$ cat config.mk
export PLATFORM = sky130hd
export DESIGN_NAME = tx_uart_128
export DESIGN_NICKNAME = d
export VERILOG_FILES = /design/src/rtl/uart_pkg.sv /design/src/rtl/uart_tx_byte.sv /design/src/rtl/tx_uart_128.sv
export SDC_FILE = /design/constraint.sdc
export NUM_CORES = 1
export LEC_CHECK = 0
export CAP_MARGIN = 20
export CORE_AREA = 2 2 177 109
export DETAILED_ROUTE_END_ITERATION = 7
export DIE_AREA = 0 0 179 111
export PLACE_DENSITY = 0.66
export SYNTH_ARGS = -nofsm -noshare
export SYNTH_HDL_FRONTEND = slang
export SYNTH_HIERARCHICAL = 1
export SYNTH_SLANG_ARGS = --single-unit
$ cat constraint.sdc
create_clock -name clk -period 6.2 [get_ports clk]
set_clock_uncertainty 0.2 [all_clocks]
set_input_delay 0.93 -clock clk [delete_from_list [all_inputs] [get_ports clk]]
set_output_delay 0.93 -clock clk [all_outputs]
set_load 0.05 [all_outputs]
$ cat src/rtl/uart_pkg.sv
// Shared definitions for the 128-bit UART path: frame FSM encoding and
// word/frame geometry used by both the transmitter and its bench.
package uart_pkg;

  typedef enum logic [1:0] {
    IDLE      = 2'd0,
    START_BIT = 2'd1,
    DATA_BITS = 2'd2,
    STOP_BIT  = 2'd3
  } uart_state_e;

  localparam int BYTES_PER_WORD = 16;
  localparam int BITS_PER_FRAME = 10;

endpackage

$ cat src/rtl/uart_tx_byte.sv
// Single 8N1 byte transmitter. A tx_start seen in the final stop-bit cycle
// chains the next frame directly, so consecutive bytes have no idle gap.
module uart_tx_byte
  import uart_pkg::*;
#(
  parameter int CLKS_PER_BIT = 868
) (
  input  logic       clk,
  input  logic       rst_n,
  input  logic       tx_start_i,
  input  logic [7:0] tx_data_i,
  output logic       tx_o,
  output logic       tx_done_o
);

  localparam int            BW        = $clog2(CLKS_PER_BIT);
  localparam logic [BW-1:0] BAUD_LAST = BW'(CLKS_PER_BIT - 1);

  uart_state_e   state_q, state_d;
  logic [BW-1:0] baud_q, baud_d;
  logic [2:0]    bit_q, bit_d;
  logic [7:0]    byte_q, byte_d;
  logic          tx_q, tx_d;
  logic          bit_end;

  assign bit_end   = (baud_q == BAUD_LAST);
  assign tx_done_o = (state_q == STOP_BIT) && bit_end;
  assign tx_o      = tx_q;

  // The line value is decided one cycle ahead so tx_o comes straight from a flop.
  always_comb begin
    state_d = state_q;
    baud_d  = baud_q;
    bit_d   = bit_q;
    byte_d  = byte_q;
    tx_d    = tx_q;
    case (state_q)
      IDLE: begin
        tx_d = 1'b1;
        if (tx_start_i) begin
          state_d = START_BIT;
          baud_d  = '0;
          byte_d  = tx_data_i;
          tx_d    = 1'b0;
        end
      end
      START_BIT: begin
        baud_d = bit_end ? '0 : baud_q + 1'b1;
        if (bit_end) begin
          state_d = DATA_BITS;
          bit_d   = 3'd0;
          tx_d    = byte_q[0];
        end
      end
      DATA_BITS: begin
        baud_d = bit_end ? '0 : baud_q + 1'b1;
        if (bit_end) begin
          byte_d = {1'b0, byte_q[7:1]};
          if (bit_q == 3'd7) begin
            state_d = STOP_BIT;
            tx_d    = 1'b1;
          end else begin
            bit_d = bit_q + 3'd1;
            tx_d  = byte_q[1];
          end
        end
      end
      STOP_BIT: begin
        baud_d = bit_end ? '0 : baud_q + 1'b1;
        if (bit_end) begin
          if (tx_start_i) begin
            state_d = START_BIT;
            byte_d  = tx_data_i;
            tx_d    = 1'b0;
          end else begin
            state_d = IDLE;
            tx_d    = 1'b1;
          end
        end
      end
      default: state_d = IDLE;
    endcase
  end

  always_ff @(posedge clk or negedge rst_n) begin
    if (!rst_n) begin
      state_q <= IDLE;
      baud_q  <= '0;
      bit_q   <= 3'd0;
      byte_q  <= 8'd0;
      tx_q    <= 1'b1;
    end else begin
      state_q <= state_d;
      baud_q  <= baud_d;
      bit_q   <= bit_d;
      byte_q  <= byte_d;
      tx_q    <= tx_d;
    end
  end

endmodule

$ cat src/rtl/tx_uart_128.sv
// Serializes a 128-bit word as 16 back-to-back 8N1 frames, most significant
// byte first, for the 128-bit UART receive path.
module tx_uart_128
  import uart_pkg::*;
#(
  parameter int CLKS_PER_BIT = 868
) (
  input  logic         clk,
  input  logic         rst_n,
  input  logic         start,
  input  logic [127:0] data_in,
  output logic         u_tx,
  output logic         busy,
  output logic         u_tx_done
);

  localparam logic [3:0] LAST_BYTE = 4'(BYTES_PER_WORD - 1);

  logic [127:0] shreg_q, shreg_d;
  logic [3:0]   cnt_q, cnt_d;
  logic         busy_q, busy_d;
  logic         done_q, done_d;
  logic         tx_start;
  logic [7:0]   tx_byte;
  logic         tx_done;

  // The next byte is handed over in the stop-bit's last cycle, keeping frames gapless.
  always_comb begin
    shreg_d  = shreg_q;
    cnt_d    = cnt_q;
    busy_d   = busy_q;
    done_d   = 1'b0;
    tx_start = 1'b0;
    tx_byte  = shreg_q[119:112];
    if (!busy_q) begin
      if (start) begin
        shreg_d  = data_in;
        cnt_d    = 4'd0;
        busy_d   = 1'b1;
        tx_start = 1'b1;
        tx_byte  = data_in[127:120];
      end
    end else if (tx_done) begin
      shreg_d = {shreg_q[119:0], 8'h00};
      cnt_d   = cnt_q + 4'd1;
      if (cnt_q == LAST_BYTE) begin
        busy_d = 1'b0;
        done_d = 1'b1;
      end else begin
        tx_start = 1'b1;
      end
    end
  end

  always_ff @(posedge clk or negedge rst_n) begin
    if (!rst_n) begin
      shreg_q <= '0;
      cnt_q   <= 4'd0;
      busy_q  <= 1'b0;
      done_q  <= 1'b0;
    end else begin
      shreg_q <= shreg_d;
      cnt_q   <= cnt_d;
      busy_q  <= busy_d;
      done_q  <= done_d;
    end
  end

  uart_tx_byte #(
    .CLKS_PER_BIT(CLKS_PER_BIT)
  ) u_byte_tx (
    .clk       (clk),
    .rst_n     (rst_n),
    .tx_start_i(tx_start),
    .tx_data_i (tx_byte),
    .tx_o      (u_tx),
    .tx_done_o (tx_done)
  );

  assign busy      = busy_q;
  assign u_tx_done = done_q;

endmodule

---- Yosys cells after proc, flatten, opt, wreduce, memory -nomap -nowiden ----
Cells that the tools add are included.
storage, ports and cells
  memory bits (read-only) ................. 0
  bits in latches ......................... 0
  output and inout bits ................... 3
  memories kept ........................... 0
  bits in writable memories ............... 0
  register bits ........................... 150
operators by class
  divide/modulo/power cells ............... 0
  magnitude comparators ................... 0
  reductions and logical operators ........ 11
  equal/unequal tests ..................... 13
  bitwise logic cells ..................... 0
  multiplexer cells ....................... 41
  add/sub/neg operators ................... 3
  multiply operators ...................... 0
  shifts and indexed selects .............. 0
operators with widths
  operator               count
  $mux 120               3
  $mux 8                 5
  $pmux 8 s3             1
  $mux 10                2
  $pmux 10 s2            1
  $mux 1                 15
  $mux 4                 3
  $add 10x1->10 const B  1
  $eq 10x10->1 const B   1
  $mux 2                 5
  $ne 2x1->1 const B     5
  $mux 3                 3
  $pmux 2 s4             1
  $pmux 3 s2             1
  $reduce_and 3->1       2
  $reduce_and 5->1       1
  $add 4x1->4 const B    1
  $eq 2x2->1 const B     2
  $eq 4x4->1 const B     1
  $ne 2x2->1 const B     2
  $pmux 1 s4             1
  $reduce_and 4->1       1
  $reduce_bool 2->1      2
  $add 3x1->3 const B    1
  7 further kinds        7

---- Depth between registers and ports, before layout ----
Gate-level depths: netlist (run 1).
  word-level depth ........................ 7
  depth in mapped cells ................... 11
  gate-level depth less buffers ........... 9

---- Hierarchy ----
Netlist (run 1), hierarchy kept.
by module, submodules not included
  module        area an instance (um^2)  cells an instance  seq. area each (um^2)  times used
  tx_uart_128   5,814.3                  542                3,153.0                1
  uart_tx_byte  1,395.1                  136                601.8                  1

---- Least setup slack after synthesis (run 1) ----
OpenSTA, ideal clock, no wires.
  path type ............................... reg2reg
  start point ............................. register u_byte_tx.baud_q[7]
  end point ............................... register u_byte_tx.byte_q[0]
  stages on the path, launching flop included .. 9
  data arrival time ....................... 2.467 ns
  setup time .............................. 0.125 ns
  setup slack ............................. 3.408 ns
  cells stage by stage .................... dfrtp_1 -> or4b_4 -> nor3_1 -> and2_1 -> buf_2 -> a31o_2 -> nor2_1 -> a211oi_4 -> mux2_2
on the way
  word-level cells in the longest chain between the ends .. 7
ends and longest elaborated chain
  item                    line                text
  from (decl)             uart_tx_byte.sv:20  logic [BW-1:0] baud_q, baud_d;
  from (signal assigned)  uart_tx_byte.sv:94  baud_q <= baud_d;
  $eq 10x10->1 (*)        uart_tx_byte.sv:26  assign bit_end = (baud_q == BAUD_LAST);
  $logic_and 1x1->1 (*)   uart_tx_byte.sv:27  assign tx_done_o = (state_q == STOP_BIT) && bit_end;
  net tx_done             tx_uart_128.sv:25   logic tx_done;
  $mux 1 (*)              tx_uart_128.sv:43   end else if (tx_done) begin
  $mux 1 (*)              tx_uart_128.sv:35   if (!busy_q) begin
  net tx_start            tx_uart_128.sv:23   logic tx_start;
  $mux 8 (*)              -
  $mux 8                  -
  $pmux 8 s3 (*)          -
  to (signal assigned)    uart_tx_byte.sv:96  byte_q <= byte_d;
  to (decl)               uart_tx_byte.sv:22  logic [7:0] byte_q, byte_d;
The timed path passes the listed nets; every way through them passes the cells marked *. The select of a mux whose other input is x is not followed.
A chain may end at the register's enable or synchronous reset.

---- Worst setup path after layout (run 1) ----
  start point ............................. register busy_q (netlist: busy)
  end point ............................... output busy
RTL lines
  item                    line               text
  from (decl)             tx_uart_128.sv:21  logic busy_q, busy_d;
  from (signal assigned)  tx_uart_128.sv:64  busy_q <= busy_d;
  to (decl)               tx_uart_128.sv:13  output logic busy,
No word-level cell between the ends.

==> impl_metrics.py, run 1 <==
metrics = {
    "synthesis": {
        "number_of_synthesized_flops_with_an_enable_pin": 0,
        "count_of_mapped_cells_out_of_synthesis": 678,
        "synth.yosys.seq_area_share": 0.5208,
        "synthDistinctLibCells": 44,
        "yosysWarningCount": 6,
        "synth_top_flop_cell": "sky130_fd_sc_hd__dfrtp_1",
        "synth.ff_latch_count": 150,
        "synth_fp_nets": 818,
        "post_synthesis_area_per_instance_um2": 10.63,
        "syn_area_mm2": 0.007209,
        "synth_async_sr_flop_share": 1.000,
    },
    "worst_setup_path": {
        "timing.critical_path.from": "busy",
        "crit_path_max_incr_delay_ns": 1.09,
        "crit_path_end_kind": "output pin",
        "launch_point_of_the_worst_reg_to_reg_path": "u_byte_tx/baud_q[4]",
        "timing_worst_setup_path_type": "flop to output pin",
        "timing.critical_path.buf_inv": 1,
        "cp_cell_sequence": "clkdlybuf4s50_1",
        "cp.depth": 1,
        "reg2reg_depth": 7,
        "critical_path.slowest_cell": "sky130_fd_sc_hd__dfrtp_4",
        "timing.critical_path.arrival_ns": 2.49,
        "top_fanout_value_on_the_critical_path": 62,
        "crit_family": "flip-flops",
        "critPathRequiredTime_ns": 5.07,
        "crit_path_start_kind": "flop",
    },
    "finish": {
        "layout_commonest_cell": "sky130_fd_sc_hd__dfrtp_1",
        "layout.cells.most_common_list": "sky130_fd_sc_hd__dfrtp_1 (148), sky130_fd_sc_hd__clkdlybuf4s50_1 (132), sky130_fd_sc_hd__nand2_1 (129)",
        "post_route_cells_drive_above_1_share": 0.09114,
        "synth_to_layout_area_growth_pct": 29.23,
        "layout.nets": 928,
    },
    "clock_tree": {
        "clk_path_buf_depth": 2,
        "tritoncts_clock_tree": "built",
        "cts_hold_buf": 0,
        "cts_setup_buffers": 0,
        "cts.root.buffer_cell": "sky130_fd_sc_hd__clkbuf_16",
        "cts.repair.resized": 0,
        "cts_buffer_count": 17,
        "clock_slew_seen_by_the_registers_of_the_worst_setup_and_hold_paths_ns": 0.06,
        "clock_insertion_delay_worst_skew_ns": 0.41,
        "ctsHtreeMaxLevel": 4,
        "cts.sinks": 150,
    },
    "floorplan": {
        "row_count": 39,
        "dieWidth_um": 179,
        "die_h_um": 111,
        "core_area_mm2": 0.01849,
        "pin_count": 134,
        "floorplan.initialDensity": 0.3898,
        "dieArea_mm2": 0.01987,
    },
    "sta": {
        "final.period_utilization": 0.5833,
        "slew_headroom": 0.2937,
        "slew_violations": 0,
        "setup_repair_after_global_routing_missed_its_margin": "no",
        "finalWorstPathRequiredPeriod_ns": 3.616,
        "hold_ws_ns": 0.2790,
        "worst-slew-pin-transition_ns": 1.060,
        "number_of_endpoints_failing_setup_at_the_final_stage": 0,
        "hold_viol_final": 0,
        "final.setup.tns_ns": 0,
        "max_freq_mhz": 276.5,
    },
    "global_routing": {
        "grt_overflow_total": 0,
        "grt_start_max_net_pins": 233,
        "grt_first_pass_wirelength_um": 26870,
        "global_route.usage.total": 0.1740,
        "antenna_violations_before_repair": 4,
        "first_global_vias": 5078,
    },
    "min_path": {
        "hold-path-cell-count": 2,
        "hp-class": "flop to flop",
        "min_from": "shreg_q[119]",
    },
    "placed_design": {
        "port_buffers": 133,
        "gp_routability_congestion": 0.8199,
        "hpwlAfterDp_um": 11290,
    },
    "drt": {
        "firstDrtPassIters": 5,
        "post-route-drc-count": 0,
        "average_vias_per_placed_instance": 4.990,
        "detail_route.wl_per_cell_um": 16.13,
        "totalWireLength_um": 16920,
        "route.antenna.remaining_nets": 0,
        "via_count": 5234,
        "first_iter_violations": 476,
    },
    "run_status": {
        "result_of_the_run": "completed",
    },
    "power_and_ir_drop": {
        "static-leakage-power_nw": 4.760,
        "max-vdd-ir-drop_uv": 199.9,
        "pwr_density_cell_mw_per_mm2": 318.6,
    },
    "flow_run": {
        "count_of_maximum_capacitance_violations": 0,
    },
}
## metrics by stage
step / setup WS [ns] / util / power, mW / area, um2 / instances
2_1_floorplan: 3.408 / - / 1.607 / 7209 / 678
3_3_place_gp: 2.657 / 0.4677 / 1.822 / 8650 / 1015
3_5_place_dp: 2.672 / 0.4677 / 1.831 / 8650 / 1015
4_1_cts: 2.554 / 0.5035 / 2.995 / 9311 / 1047
5_1_grt: 2.505 / 0.5035 / 3.130 / 9311 / 1047
6_report: 2.584 / 0.5038 / 2.969 / 9316 / 1049
## Yosys cell counts, types with 4 or more instances
master | count | share of area
sky130_fd_sc_hd__o21ai_0 | 73 | 0.051
sky130_fd_sc_hd__nand3_1 | 7 | 0.0049
sky130_fd_sc_hd__mux2_2 | 26 | 0.041
sky130_fd_sc_hd__mux2i_1 | 113 | 0.16
sky130_fd_sc_hd__nor2b_1 | 5 | 0.0043
sky130_fd_sc_hd__clkbuf_1 | 10 | 0.0052
sky130_fd_sc_hd__nand2_1 | 129 | 0.067
sky130_fd_sc_hd__ha_1 | 9 | 0.016
sky130_fd_sc_hd__clkbuf_2 | 4 | 0.0028
sky130_fd_sc_hd__dfrtp_1 | 149 | 0.52
sky130_fd_sc_hd__o31ai_1 | 6 | 0.0062
sky130_fd_sc_hd__nor2_1 | 10 | 0.0052
sky130_fd_sc_hd__buf_4 | 8 | 0.0083
sky130_fd_sc_hd__o21ai_1 | 49 | 0.034
sky130_fd_sc_hd__buf_2 | 22 | 0.015
sky130_fd_sc_hd__a22o_1 | 10 | 0.012
## sequential cells by signal (all words and copies together), names as in the netlist
| name | flops |
|---|---|
| shreg_q | 120 |
| u_byte_tx/baud_q | 10 |
| u_byte_tx/byte_q | 8 |
| cnt_q | 4 |
| u_byte_tx/bit_q | 3 |
| u_byte_tx/state_q | 2 |
| busy | 1 |
| u_byte_tx/tx_o | 1 |
| u_tx_done | 1 |
## layout make-up
class,count,area (um2)
tap,246,307.8
multi-input combinational,478,3189
clock inverter,14,222.7
clock buffer,18,439.2
inverter,3,11.26
fill,1651,9178
timing repair buffer,138,1383
sequential,150,3759
antenna,2,5.005
## final timing paths
kind / to / slack [ns]
min in group asynchronous: shreg_q[2] / 0.40
min: shreg_q[119] / 0.28
max: busy / 2.58
max reg2reg: u_byte_tx/byte_q[4] / 2.93
max in group asynchronous: shreg_q[32] / 4.41
min reg2reg: shreg_q[119] / 0.28
## report_power, final
group	leakage [nW]	internal (mW)	total (mW)	switching, mW
combinational	2.51	0.294	0.566	0.272
clock	0.317	0.730	1.15	0.418
sequential	1.93	1.14	1.25	0.119
total	4.76	2.16	2.97	0.809
## cell families after synthesis
family | share of synthesized area
buf+inv | 0.03679
flops | 0.5208
compound gates | 0.1222
xor+xnor | 0.003645
simple gates | 0.1003
fa+ha+maj | 0.01562
mux | 0.2006
## layer usage
layer / global-route usage / share of wire
met1: 0.2701 / 0.53
met2: 0.2282 / 0.38
met5: 0 / 0.0013
met3: 0.05967 / 0.081
met4: 0.04228 / 0.0064
(Power assumes the default switching activity.)
==> run 2, diff against run 1 <==
--- a/config.mk
+++ b/config.mk
@@ -9,7 +9,7 @@
 export CORE_AREA = 2 2 177 109
 export DETAILED_ROUTE_END_ITERATION = 7
 export DIE_AREA = 0 0 179 111
-export PLACE_DENSITY = 0.66
+export PLACE_DENSITY = 0.69
 export SYNTH_ARGS = -nofsm -noshare
 export SYNTH_HDL_FRONTEND = slang
 export SYNTH_HIERARCHICAL = 1
==> constraint.sdc (replaced) <==
create_clock -name clk -period 2.9 [get_ports clk]
set_clock_uncertainty 0.2 [all_clocks]
set_input_delay 0.435 -clock clk [delete_from_list [all_inputs] [get_ports clk]]
set_output_delay 0.435 -clock clk [all_outputs]
set_load 0.05 [all_outputs]
==> run 2 against run 1 <==
Net effect: die area did not move; cell area rose by 1.5%; setup slack got worse by 2.4 ns.
==> impl_metrics.py, run 2 (synthesis gave the netlist of run 1 again) <==
metrics = {
    "run_status": {
        "result_of_the_run": "completed",
    },
    "sta": {
        "final.period_utilization": 0.9436,
        "final.setup.tns_ns": 0,
        "worst-slew-pin-transition_ns": 0.6618,
        "number_of_endpoints_failing_setup_at_the_final_stage": 0,
        "finalWorstPathRequiredPeriod_ns": 2.737,
        "max_freq_mhz": 365.4,
        "setup_repair_after_global_routing_missed_its_margin": "no",
        "slew_headroom": 0.5588,
        "hold_viol_final": 0,
        "slew_violations": 0,
    },
    "clock_tree": {
        "ctsHtreeMaxLevel": 4,
        "cts.sinks": 150,
        "cts_setup_buffers": 0,
        "tritoncts_clock_tree": "built",
        "clk_path_buf_depth": 2,
        "cts.root.buffer_cell": "sky130_fd_sc_hd__clkbuf_16",
        "clock_slew_seen_by_the_registers_of_the_worst_setup_and_hold_paths_ns": 0.06,
        "cts_buffer_count": 17,
        "clock_insertion_delay_worst_skew_ns": 0.42,
    },
    "drt": {
        "via_count": 5239,
        "average_vias_per_placed_instance": 4.924,
        "post-route-drc-count": 0,
        "detail_route.wl_per_cell_um": 15.91,
        "totalWireLength_um": 16930,
        "route.antenna.remaining_nets": 0,
        "first_iter_violations": 410,
        "firstDrtPassIters": 4,
    },
    "worst_setup_path": {
        "crit_path_end_kind": "flop",
        "cp_cell_sequence": "or4b_4 -> nor3_2 -> and2_1 -> a31o_2 -> nor2_1 -> a211oi_4 -> buf_12 -> mux2_2",
        "top_fanout_value_on_the_critical_path": 8,
        "timing.critical_path.buf_inv": 1,
        "crit_family": "simple AND/OR/NAND/NOR gates",
        "timing_worst_setup_path_type": "flop to flop",
        "critical_path.slowest_cell": "sky130_fd_sc_hd__or4b_4",
        "crit_path_start_kind": "flop",
        "crit_path_max_incr_delay_ns": 0.57,
        "critPathRequiredTime_ns": 3.00,
        "timing.critical_path.arrival_ns": 2.83,
    },
    "placed_design": {
        "gp_routability_congestion": 0.8301,
        "hpwlAfterDp_um": 11910,
        "postPlaceCellArea_mm2": 0.008830,
        "placed_cell_count": 1029,
        "port_buffers": 133,
    },
    "power_and_ir_drop": {
        "power.clock.fraction": 0.364,
        "sequentialPowerShare": 0.433,
        "total_power_mw": 6.197,
        "max-vdd-ir-drop_uv": 309.9,
        "intPower_mw": 4.412,
        "pwr_density_cell_mw_per_mm2": 655.7,
        "static-leakage-power_nw": 4.828,
        "total_net_switching_power_mw": 1.786,
        "swShare": 0.2881,
        "combinationalPowerShare": 0.203,
    },
    "floorplan": {
        "dieWidth_um": 179,
        "pin_count": 134,
        "row_count": 39,
        "dieArea_mm2": 0.01987,
        "core_area_mm2": 0.01849,
        "die_h_um": 111,
        "floorplan.initialDensity": 0.3898,
    },
    "finish": {
        "multi_input_comb_area_mm2": 0.003194,
        "layoutNonFillerInstCount": 1064,
        "largest_reg_flops": 120,
        "largestRegisters": "shreg_q (120), u_byte_tx/baud_q (10), u_byte_tx/byte_q (8)",
        "seq_area_mm2": 0.003759,
        "layout.cells.most_common_list": "sky130_fd_sc_hd__dfrtp_1 (148), sky130_fd_sc_hd__clkdlybuf4s50_1 (132), sky130_fd_sc_hd__nand2_1 (129)",
        "layout_commonest_cell": "sky130_fd_sc_hd__dfrtp_1",
        "post_route_cells_drive_above_1_share": 0.1078,
        "filler_cell_count": 1658,
        "final_area_mm2": 0.009452,
        "registers.top_by_ff_count": "shreg_q",
        "synth_to_layout_area_growth_pct": 31.10,
        "layout.nets": 943,
        "finish.utilization": 0.5111,
    },
    "global_routing": {
        "grt_overflow_total": 0,
        "grt_first_pass_wirelength_um": 27880,
        "global_route.usage.total": 0.1794,
        "antenna_violations_before_repair": 3,
        "first_global_vias": 5197,
        "grt_start_max_net_pins": 79,
    },
    "min_path": {
        "hp-class": "flop to flop",
    },
    "flow_run": {
        "count_of_maximum_capacitance_violations": 0,
    },
}
[run 2: path summary, 6_finish.rpt]
check	from	endpoint	slack, ns	cells after the start
max	u_byte_tx/baud_q[7]	u_byte_tx/byte_q[3]	0.16	8
min	shreg_q[118]	shreg_q[118]	0.28	2
max reg2reg	u_byte_tx/baud_q[7]	u_byte_tx/byte_q[3]	0.16	8
min reg2reg	shreg_q[118]	shreg_q[118]	0.28	2
max in group asynchronous	rst_n	shreg_q[22]	1.43	3
min in group asynchronous	rst_n	shreg_q[3]	0.34	2
[run 2: metal layers]
metal | part of all wire | GRT usage | wire length, um | vias up
li1 | - | - | - | 2640
met1 | 0.51 | 0.2771 | 8689 | 2456
met2 | 0.41 | 0.2387 | 6867 | 132
met3 | 0.075 | 0.05796 | 1266 | 9
met4 | 0.0053 | 0.04553 | 89 | 2
met5 | 0.00077 | 0 | 13 | -
[run 2: final cells by class]
cell class	instances	share of cell area
Antenna cell	2	0.0005295
Tap cell	246	0.03257
Clock inverter	14	0.01721
Timing Repair Buffer	153	0.1664
Inverter	3	0.001191
Clock buffer	18	0.04647
Multi-Input combinational cell	478	0.3380
Sequential cell	150	0.3977
[run 2: power by group through the flow]
stage | clock (mW) | combinational, mW | sequential [mW]
after global placement | 0 | 1.23 | 2.70
final | 2.26 | 1.26 | 2.68
after global routing | 2.42 | 1.42 | 2.72
after detailed placement | 0 | 1.26 | 2.71
after floorplan | 0 | 0.782 | 2.65
after CTS | 2.31 | 1.27 | 2.68
[run 2: repair_timing]
action,in CTS,in global routing
hold buffers,1,0
endpoints found under the hold margin,45,0
setup endpoints to repair,0,8
gates resized for setup,0,1
[run 2: metrics by stage]
stage          hold slack (ns)  setup slack, ns
2_1_floorplan         -0.06059           0.1085
3_3_place_gp            0.2091           0.2001
3_5_place_dp            0.2135           0.1093
4_1_cts                 0.2873          0.09928
5_1_grt                 0.3004          0.05500
6_report                0.2793           0.1635
[run 2: worst reg2reg max path, stage by stage (launching register included)]
cell,delay [ns]
sky130_fd_sc_hd__dfrtp_1,0.43
sky130_fd_sc_hd__or4b_4,0.58
sky130_fd_sc_hd__nor3_2,0.20
sky130_fd_sc_hd__and2_1,0.18
sky130_fd_sc_hd__a31o_2,0.21
sky130_fd_sc_hd__nor2_1,0.08
sky130_fd_sc_hd__a211oi_4,0.26
sky130_fd_sc_hd__buf_12,0.16
sky130_fd_sc_hd__mux2_2,0.33
==> run 3, diff against run 2 <==
--- a/config.mk
+++ b/config.mk
@@ -10,6 +10,7 @@
 export DETAILED_ROUTE_END_ITERATION = 7
 export DIE_AREA = 0 0 179 111
 export PLACE_DENSITY = 0.69
+export REMOVE_ABC_BUFFERS = 1
 export SYNTH_ARGS = -nofsm -noshare
 export SYNTH_HDL_FRONTEND = slang
 export SYNTH_HIERARCHICAL = 1
==> run 3 against run 2 <==
Net effect: clock power up 7%; critical endpoint is now u_byte_tx/byte_q[4]; first-iteration DRC count down 3.9%; cell count fell by 0.19%; sequential power about the same; cell area grew 0.12%.
==> impl_metrics.py, run 3 (synthesis gave the netlist of run 1 again) <==
metrics = {
    "run_status": {
        "result_of_the_run": "completed",
    },
    "sta": {
        "setup_repair_after_global_routing_missed_its_margin": "no",
        "slew_headroom": 0.3772,
        "final.period_utilization": 0.9402,
        "final.setup.tns_ns": 0,
        "finalWorstPathRequiredPeriod_ns": 2.727,
        "hold_ws_ns": 0.2764,
        "setup_ws_ns": 0.1734,
        "number_of_endpoints_failing_setup_at_the_final_stage": 0,
        "worst-slew-pin-transition_ns": 0.9342,
        "slew_violations": 0,
        "hold_viol_final": 0,
        "max_freq_mhz": 366.8,
    },
    "floorplan": {
        "dieArea_mm2": 0.01987,
        "die_h_um": 111,
        "dieWidth_um": 179,
        "floorplan.initialDensity": 0.3898,
        "core_area_mm2": 0.01849,
        "pin_count": 134,
        "row_count": 39,
    },
    "power_and_ir_drop": {
        "pwr_density_cell_mw_per_mm2": 668.9,
        "static-leakage-power_nw": 4.853,
        "max-vdd-ir-drop_uv": 344.7,
    },
    "finish": {
        "largest_reg_flops": 120,
        "registers.top_by_ff_count": "shreg_q",
        "post_route_cells_drive_above_1_share": 0.1091,
        "layout_commonest_cell": "sky130_fd_sc_hd__dfrtp_1",
        "layout.cells.most_common_list": "sky130_fd_sc_hd__dfrtp_1 (148), sky130_fd_sc_hd__clkdlybuf4s50_1 (131), sky130_fd_sc_hd__nand2_1 (129)",
        "layout.nets": 943,
        "largestRegisters": "shreg_q (120), u_byte_tx/baud_q (10), u_byte_tx/byte_q (8)",
        "final_area_mm2": 0.009463,
        "antennaDiodeCount": 0,
        "synth_to_layout_area_growth_pct": 31.26,
    },
    "worst_setup_path": {
        "top_fanout_value_on_the_critical_path": 5,
        "critical_path.slowest_cell": "sky130_fd_sc_hd__or4b_4",
        "launch_point_of_the_worst_reg_to_reg_path": "u_byte_tx/baud_q[7]",
        "crit_path_max_incr_delay_ns": 0.57,
        "timing.critical_path.from": "u_byte_tx/baud_q[7]",
        "cp_cell_sequence": "or4b_4 -> nor3_1 -> and2_1 -> a31o_2 -> nor2_1 -> a211oi_4 -> buf_4 -> mux2_2",
        "timing.critical_path.arrival_ns": 2.82,
        "crit_path_start_kind": "flop",
        "critPathRequiredTime_ns": 3.00,
        "timing_worst_setup_path_type": "flop to flop",
        "crit_path_end_kind": "flop",
    },
    "clock_tree": {
        "clock_insertion_delay_worst_skew_ns": 0.42,
        "cts.repair.resized": 0,
        "tritoncts_clock_tree": "built",
        "cts_buffer_count": 17,
        "cts.root.buffer_cell": "sky130_fd_sc_hd__clkbuf_16",
        "clk_path_buf_depth": 2,
        "clock_slew_seen_by_the_registers_of_the_worst_setup_and_hold_paths_ns": 0.06,
        "ctsHtreeMaxLevel": 4,
        "cts_setup_buffers": 0,
        "cts.sinks": 150,
    },
    "min_path": {
        "hp-class": "flop to flop",
        "min_from": "shreg_q[38]",
    },
    "global_routing": {
        "first_global_vias": 5182,
        "grt_start_max_net_pins": 151,
        "antenna_violations_before_repair": 1,
        "grt_overflow_total": 0,
        "grt_first_pass_wirelength_um": 26300,
        "global_route.usage.total": 0.1682,
    },
    "drt": {
        "detail_route.wl_per_cell_um": 14.69,
        "firstDrtPassIters": 4,
        "average_vias_per_placed_instance": 4.857,
        "post-route-drc-count": 0,
        "route.antenna.remaining_nets": 0,
        "first_iter_violations": 394,
        "totalWireLength_um": 15600,
        "via_count": 5158,
    },
    "placed_design": {
        "gp_routability_congestion": 0.7895,
        "place_worst_setup_slack_ns": 0.2182,
        "hpwlAfterDp_um": 10540,
        "postPlaceCellArea_mm2": 0.008805,
        "port_buffers": 133,
    },
    "flow_run": {
        "count_of_maximum_capacitance_violations": 0,
    },
}
[run 3: cell types whose count changed in the layout (fill, tap and decap cells not counted), sizes merged]
cell and change:
clkinvlp -2, clkinv +3, bufinv +2, clkbuf +1, buf +1, clkdlybuf4s50 -1, diode -2, inv -4
[run 3: final cells by class]
cell class	instances	area [um2]
inverter	3	11.26
sequential	150	3759
multi-input combinational	478	3192
clock buffer	19	452.9
timing repair buffer	153	1545
clock inverter	13	195.2
tap	246	307.8
fill	1652	9031
[run 3: timing repair]
item | CTS | global route
hold endpoints to repair | 44 | 0
endpoints found under the setup margin | 0 | 0
hold buffers | 1 | 0
[run 3: report_power, final]
part	switching [mW]	leakage (nW)	internal (mW)	total (mW)
registers	0.230	1.93	2.43	2.66
clock network	0.924	0.312	1.50	2.42
logic	0.577	2.61	0.671	1.25
[run 3: final timing paths]
kind                                        to  slack [ns]  cells past startpoint
max                        u_byte_tx/byte_q[4]        0.17                      8
min                                shreg_q[38]        0.28                      2
max reg2reg                u_byte_tx/byte_q[4]        0.17                      8
min reg2reg                        shreg_q[38]        0.28                      2
max in group asynchronous          shreg_q[44]        1.31                      3
min in group asynchronous          shreg_q[70]        0.42                      3
[run 3: metal layers]
layer | vias up | routed length (um) | global-route usage | part of all wire
li1 | 2626 | - | - | -
met1 | 2412 | 7857 | 0.2373 | 0.50
met2 | 103 | 6219 | 0.2300 | 0.40
met3 | 15 | 1323 | 0.07339 | 0.085
met4 | 2 | 183 | 0.05366 | 0.012
met5 | - | 13 | 0 | 0.00083
[run 3: worst max-delay path: cells and delay by family (launching register included)]
| family | cells | cell delay, ns |
|---|---|---|
| AOI/OAI and AO/OA | 2 | 0.44 |
| buffers and inverters | 1 | 0.18 |
| and+or+nand+nor | 4 | 1.02 |
| DFF | 1 | 0.42 |
| muxes | 1 | 0.34 |
[run 3: metrics by stage]
stage / total power, mW / utilization / cells
after floorplan: 3.426 / - / 631
after global placement: 3.908 / 0.4761 / 1029
after detailed placement: 3.945 / 0.4761 / 1029
after CTS: 6.415 / 0.5117 / 1062
after global routing: 6.697 / 0.5117 / 1062
final: 6.329 / 0.5117 / 1062
